File: src/rtl/div_unit.sv
// Iterative RV32M divider (DIV/DIVU/REM/REMU) for the EX stage.
// Restoring division, one quotient bit per cycle, with single-cycle special cases.
module div_unit #(
  parameter int unsigned DATA_W = 32,
  parameter int unsigned CNT_W  = 5
) (
  input  logic              i_clk,
  input  logic              i_rst,
  input  logic              i_start,
  input  logic              i_flush,
  input  logic [1:0]        i_op,
  input  logic [DATA_W-1:0] i_rs1_data,
  input  logic [DATA_W-1:0] i_rs2_data,
  input  logic [4:0]        i_rd_addr,
  output logic              o_stall,
  output logic              o_busy,
  output logic              o_valid,
  output logic [DATA_W-1:0] o_result,
  output logic [4:0]        o_rd_addr
);

  localparam logic [DATA_W-1:0] MIN_NEG  = {1'b1, {(DATA_W-1){1'b0}}};
  localparam logic [DATA_W-1:0] ALL_ONES = '1;
  localparam logic [CNT_W-1:0]  LAST_CNT = CNT_W'(DATA_W - 1);

  typedef enum logic [1:0] {S_IDLE, S_CALC, S_FIX, S_DONE} state_t;

  state_t             state, state_n;
  logic [1:0]         op_q;
  logic               neg1_q, neg2_q;
  logic [DATA_W-1:0]  quot_q, dvs_q, rem_q;
  logic [CNT_W-1:0]   cnt_q;

  logic               accept_c, signed_op_c, div_zero_c, ovf_c, special_c;
  logic [DATA_W-1:0]  special_res_c, abs1_c, abs2_c, fix_res_c;
  logic [DATA_W:0]    shifted_c, diff_c;
  logic               ge_c, last_step_c, q_neg_c, r_neg_c;

  // Request decode and special-case detection on the raw operands
  always_comb begin
    accept_c    = (state == S_IDLE) && i_start && !i_flush;
    signed_op_c = !i_op[0];
    div_zero_c  = (i_rs2_data == '0);
    ovf_c       = signed_op_c && (i_rs1_data == MIN_NEG) && (i_rs2_data == ALL_ONES);
    special_c   = div_zero_c || ovf_c;
    if (div_zero_c)
      special_res_c = i_op[1] ? i_rs1_data : ALL_ONES;
    else
      special_res_c = i_op[1] ? '0 : MIN_NEG;
    abs1_c = (signed_op_c && i_rs1_data[DATA_W-1]) ? -i_rs1_data : i_rs1_data;
    abs2_c = (signed_op_c && i_rs2_data[DATA_W-1]) ? -i_rs2_data : i_rs2_data;
  end

  // Restoring step: guard bit keeps the trial subtract exact
  always_comb begin
    shifted_c   = {rem_q, quot_q[DATA_W-1]};
    diff_c      = shifted_c - {1'b0, dvs_q};
    ge_c        = (shifted_c >= {1'b0, dvs_q});
    last_step_c = (cnt_q == LAST_CNT);
  end

  // Sign correction of the magnitude result
  always_comb begin
    q_neg_c   = (op_q == 2'b00) && (neg1_q != neg2_q);
    r_neg_c   = (op_q == 2'b10) && neg1_q;
    if (op_q[1])
      fix_res_c = r_neg_c ? -rem_q : rem_q;
    else
      fix_res_c = q_neg_c ? -quot_q : quot_q;
  end

  always_ff @(posedge i_clk or posedge i_rst) begin
    if (i_rst) state <= S_IDLE;
    else       state <= state_n;
  end

  // Flush overrides every transition
  always_comb begin
    state_n = state;
    o_stall = accept_c || (state == S_CALC) || (state == S_FIX);
    if (i_flush) begin
      state_n = S_IDLE;
    end else begin
      case (state)
        S_IDLE: if (i_start) state_n = special_c ? S_DONE : S_CALC;
        S_CALC: if (last_step_c) state_n = S_FIX;
        S_FIX:  state_n = S_DONE;
        S_DONE: state_n = S_IDLE;
        default: state_n = S_IDLE;
      endcase
    end
  end

  always_ff @(posedge i_clk or posedge i_rst) begin
    if (i_rst) begin
      op_q      <= '0;
      neg1_q    <= 1'b0;
      neg2_q    <= 1'b0;
      quot_q    <= '0;
      dvs_q     <= '0;
      rem_q     <= '0;
      cnt_q     <= '0;
      o_result  <= '0;
      o_rd_addr <= '0;
      o_valid   <= 1'b0;
      o_busy    <= 1'b0;
    end else begin
      o_valid <= (state_n == S_DONE);
      o_busy  <= (state_n != S_IDLE);
      case (state)
        S_IDLE: begin
          if (accept_c) begin
            op_q      <= i_op;
            neg1_q    <= i_rs1_data[DATA_W-1];
            neg2_q    <= i_rs2_data[DATA_W-1];
            quot_q    <= abs1_c;
            dvs_q     <= abs2_c;
            rem_q     <= '0;
            cnt_q     <= '0;
            o_rd_addr <= i_rd_addr;
            if (special_c) o_result <= special_res_c;
          end
        end
        S_CALC: begin
          quot_q <= {quot_q[DATA_W-2:0], ge_c};
          rem_q  <= ge_c ? diff_c[DATA_W-1:0] : shifted_c[DATA_W-1:0];
          cnt_q  <= cnt_q + CNT_W'(1);
        end
        S_FIX: begin
          if (!i_flush) o_result <= fix_res_c;
        end
        default: ;
      endcase
    end
  end

endmodule

File: config.mk
export PLATFORM = sky130hd
export DESIGN_NAME = div_unit
export DESIGN_NICKNAME = d
export VERILOG_FILES = /design/src/rtl/div_unit.sv
export SDC_FILE = /design/constraint.sdc
export NUM_CORES = 1
export LEC_CHECK = 0
export BUFFER_PORTS_ARGS = -buffer_cell sky130_fd_sc_hd__buf_2
export CELL_PAD_IN_SITES_DETAIL_PLACEMENT = 1
export CELL_PAD_IN_SITES_GLOBAL_PLACEMENT = 1
export CORE_MARGIN = 5
export CORE_UTILIZATION = 49
export CTS_BUF_LIST = sky130_fd_sc_hd__clkbuf_2
export DETAILED_ROUTE_END_ITERATION = 7
export PLACE_DENSITY = 0.94
export SETUP_SLACK_MARGIN = 0.3
export SYNTH_ARGS = -nofsm -noshare
export SYNTH_HDL_FRONTEND = slang
export SYNTH_SLANG_ARGS = --single-unit
File: constraint.sdc
create_clock -name i_clk -period 12 [get_ports i_clk]
set_input_delay 2.4 -clock i_clk [delete_from_list [all_inputs] [get_ports i_clk]]
set_output_delay 2.4 -clock i_clk [all_outputs]
set_load 0.01 [all_outputs]
Yosys cells after proc, flatten, opt, wreduce, memory -nomap -nowiden. Cells that the tools add are included.

Add/sub/neg operators: 6. $lt $le $gt $ge: 1. Equal/unequal tests: 12. Mux-type cells: 24. Reduce and logical (&&, ||, !) cells: 22.

Operators by type and width (count): 32-bit two-way mux (14); 32-bit one-hot mux with 2 select lines (3); 32-bit negation (4); 32-bit equality test, second input constant (2); 33-bit by 32-bit greater-or-equal comparator with 1-bit output (1); 32-bit zero test (1); 32-bit subtractor (1); 5-bit one-hot mux with 2 select lines (1); 2-bit equality test, second input constant (4); 1-bit logical AND (8); 2-bit two-way mux (4); 2-bit one-hot mux with 4 select lines (1); 2-bit inequality test, second input constant (3); 2-bit nonzero test (3); 5-bit by 1-bit adder with 5-bit output, second input constant (1); 5-bit equality test, second input constant (1); 5-bit two-way mux (1); 2-bit zero test (2); 2-bit AND reduction (2); 4-bit AND reduction (1); 1-bit logical OR (3); 2-bit by 1-bit equality test with 1-bit output, second input constant (1); 1-bit zero test (2); 1-bit inequality test (1).

Flip-flop bits (word level): 146. Input port bits: 75. Output and inout port bits: 40. Logic and storage cells: 77.

Logic depth before layout (Yosys ltp).
Word-level depth: 9. Gate-level depth with buffers: 15. Gate-level depth less buffers: 13.

Least setup slack after synthesis. OpenSTA, ideal clock, no wires.

Kind: input -> output. Start: in i_flush. End: out o_stall. Arrival time: 3.792 ns. Required time: 9.600 ns. Path slack: 5.808 ns. Stages on the path: 5. Path buffers: 3. Cells stage by stage: or4b_2 -> clkbuf_1 -> clkbuf_1 -> buf_1 -> nand3_1.

Longest elaborated chain between the ends: 4.

RTL lines: from (decl) (line 10) `input logic i_flush,`; 1-bit zero test; 1-bit logical AND (line 41) `accept_c = (state == S_IDLE) && i_start && !i_flush;`; 1-bit logical OR (2 in a row) (line 80) `o_stall = accept_c || (state == S_CALC) || (state == S_FIX);`; to (decl) (line 15) `output logic o_stall,`.

No other way between the ends.

Worst setup path in the final report. Ends and elaborated chain as after synthesis.

==> metrics.csv <==
stage;metric;value;unit
yosys;synthesis.nets;1503;
clock_tree;cts.sinks;146;
sta;worst_slew_pin_slew;1.18;ns
critical_path;start_kind;input port;
clock_tree;path_clk_slew;0.20;ns
critical_path;rrSetupSlack;8.26;ns
clock_tree;clk_latency;0.77;ns
global_routing;grt_pass1_vias;11700;
placement;dpl.hpwl;28000;um
global_routing;grt_max_degree;96;
clock_tree;cts_tree;yes;
clock_tree;post_cts_buffers;0;
floorplan;dieArea;0.0254;sq mm
floorplan;top_level_ports;115;
yosys;avgSynthCellArea;7.87;sq um
sta;maxSlewHeadroom;21.5;%
placement;io_buffer_count;114;
drt;highest_layer;met4;
power;peakVddDrop;0.104;mV
critical_path;reg2reg_from;rem_q[2]$_DFFE_PP0P_;
critical_path;cp_max_fo;45;
drt;wl_met1;15700;um
critical_path;r2r_cells;10;
final_layout;fin_cells;1749;
critical_path;cp.required;9.60;ns
worst_hold_path;min_path_type;reg -> reg;
worst_hold_path;min_from;dvs_q[27]$_DFFE_PP0P_;
power;power.total;2.33;mW
clock_tree;cts_buffer_depth;2;
global_routing;track_usage;29.2;%
yosys;syn_area;0.0109;sq mm
sta;slew_violations;0;
critical_path;endpoint_kind;primary output;
placement;gp_congestion;0.893;
clock_tree;cts_htree_levels;4;
final_layout;syn_to_final_growth;8.89;%
final_layout;final_core_util;54.3;%
yosys;yosysSeqAreaShare;33.4;%
yosys;syn_inst;1388;
drt;wl_met2;18100;um
drt;wl_per_cell;21.6;um
sta;hold_viol;0;
critical_path;crit_arrival;3.64;ns
yosys;synth_ff_type;dfrtp_1;
sta;setup-tns-final;0;ns
drt;final_antenna_net_count;0;
global_routing;overflow;0;
sta;rsz0062_at_grt;false;
floorplan;die_h;159;um
drt;dr.first_iter.drc_count;950;
global_routing;grt_pass1_wl;61800;um
final_layout;drive_gt1_share;12.1;%
drt;drc_errors;0;
drt;firstDrtPassIters;7;
drt;wl_met3;2430;um
floorplan;design.core.area;0.0219;sq mm
clock_tree;cts-root-buf;clkbuf_2;
sta;setup_viol;0;
yosys;async_flop_share;100;%
floorplan;die_w;159;um
floorplan;start_util;49.9;%
floorplan;rows;54;
drt;vias;11100;
clock_tree;cts-buffers-inserted;17;
final_layout;nets;1570;
clock_tree;cts_resized;0;
yosys;netlist.area_leader.share;33.4;%
yosys;synth_edf_count;0;
power;p_leak;5.21;nW
yosys;synth_seq_cells;146;
outcome;status;finished clean;
critical_path;r2r_end;rem_q[11]$_DFFE_PP0P_;
clock_tree;cts_hold_buf;0;
drt;via_per_inst;6.32;
critical_path;path_class;in -> out;
global_routing;antenna_found_initial;1;
job;cap_violations;0;
yosys;yosysWarnings;0;
sta;finalCritPeriodShare;50.3;%
sta;period_minus_slack;6.04;ns
power;powerDensity;196;mW/mm^2
worst_hold_path;hold_end;dvs_q[27]$_DFFE_PP0P_;
sta;fin_skew;0.0528;ns
drt;routed_wirelength;37700;um
sta;fmax;166;MHz
worst_hold_path;holdPathStages;2;
placement;place_inst;1716;
yosys;ys_types;61;
yosys;synth_top_area_cell;dfrtp_1;
yosys;synthTopCellsByArea;dfrtp_1 (33%), o21ai_0 (8.7%), xnor2_1 (7.1%);
==> kinds of logic after synthesis <==
group                    after synthesis  synth area share, %
buffers and inverters                143                 5.12
flip-flops                           146                 33.4
multiplexers                          15                 1.40
adder cells (fa/ha/maj)               40                 4.65
AND/OR/NAND/NOR                      436                 18.9
AO/OA/AOI/OAI                        466                 25.1
XOR/XNOR                             142                 11.4
==> critical path: stages <==
cell and delay [ns]:
buf_2 0.17, or4b_4 0.76, nand3_1 0.16, buf_2 0.15
==> where the power goes <==
group          internal [mW]  switching (mW)  total, mW  leakage [nW]
registers              0.601           0.178      0.779          1.85
logic                  0.506           0.751       1.26          3.22
clock network         0.0952           0.202      0.298         0.141
total                   1.20            1.13       2.33          5.21
==> flip-flops by register name, indices dropped and copies added, names as in the netlist, 2 cells and up <==
signal / count
quot_q: 32
dvs_q: 32
cnt_q: 5
o_result: 32
op_q: 2
state: 2
o_rd_addr: 5
rem_q: 32
==> worst max path at each step <==
stage / from / endpoint / slack (ns) / cells after the start
CTS: i_flush / o_stall / 5.96 / 4
floorplan: i_rst / cnt_q[0]$_DFFE_PP0P_ / 5.68 / 1
global placement: i_rs2_data[16] / o_result[29]$_DFFE_PP0P_ / 5.81 / 12
global route: i_flush / o_stall / 5.90 / 4
detailed placement: i_rs2_data[16] / o_result[29]$_DFFE_PP0P_ / 5.69 / 12
finish: i_flush / o_stall / 5.96 / 4
==> Yosys cell counts (17+ instances only) <==
master    number
nand2_1      144
xnor2_1       89
xor2_1        53
nor4_1        17
nor2_1       106
nand3_1       48
nor3_1        29
clkbuf_1      67
a31oi_1       19
a22oi_1       31
o31ai_1       20
a21oi_1      110
dfrtp_1      146
ha_1          39
inv_1         65
o21ai_0      189
==> layout make-up <==
type / count / area (sq um)
Timing Repair Buffer: 125 / 653
Tap cell: 280 / 350
Multi-Input combinational cell: 1099 / 6760
Antenna cell: 1 / 2.50
Clock buffer: 18 / 90.1
Fill cell: 2813 / 9990
Inverter: 66 / 253
Sequential cell: 146 / 3650
Clock inverter: 14 / 139
==> per-stage QoR <==
| stage | worst slack (ns) | hold slack [ns] | area [sq um] |
|---|---|---|---|
| floorplan | 5.68 | 0.449 | 10900 |
| global placement | 5.81 | 0.452 | 11700 |
| detailed placement | 5.69 | 0.463 | 11700 |
| CTS | 5.96 | 0.511 | 11900 |
| global route | 5.90 | 0.542 | 11900 |
| finish | 5.96 | 0.509 | 11900 |
==> per-layer routing <==
metal / vias up / GRT usage, %
li1: 5074 / -
met1: 5461 / 37.6
met2: 421 / 48.2
met3: 94 / 5.59
met4: 0 / 12.4
met5: - / 0
==> cell usage in the layout, fill, tap and decap left out, types with 13 or more instances in the layout <==
| cell | netlist | layout |
|---|---|---|
| nor4_1 | 17 | 16 |
| or3_1 | 15 | 15 |
| nor3_1 | 29 | 29 |
| nand2_1 | 144 | 144 |
| nand3_1 | 48 | 48 |
| xnor2_1 | 89 | 89 |
| nor2_1 | 106 | 105 |
| xor2_1 | 53 | 53 |
| o31ai_1 | 20 | 20 |
| buf_2 | 3 | 114 |
| nand4_1 | 13 | 13 |
| a31oi_1 | 19 | 19 |
| inv_1 | 65 | 64 |
| a21oi_1 | 110 | 110 |
| mux2i_1 | 13 | 13 |
| a211oi_1 | 15 | 15 |
| clkbuf_2 | 0 | 18 |
| o21ai_0 | 189 | 189 |
| a22oi_1 | 31 | 31 |
| o211ai_1 | 15 | 15 |
| ha_1 | 39 | 39 |
| dfrtp_1 | 146 | 146 |
Power figures use the tool's default switching activity.
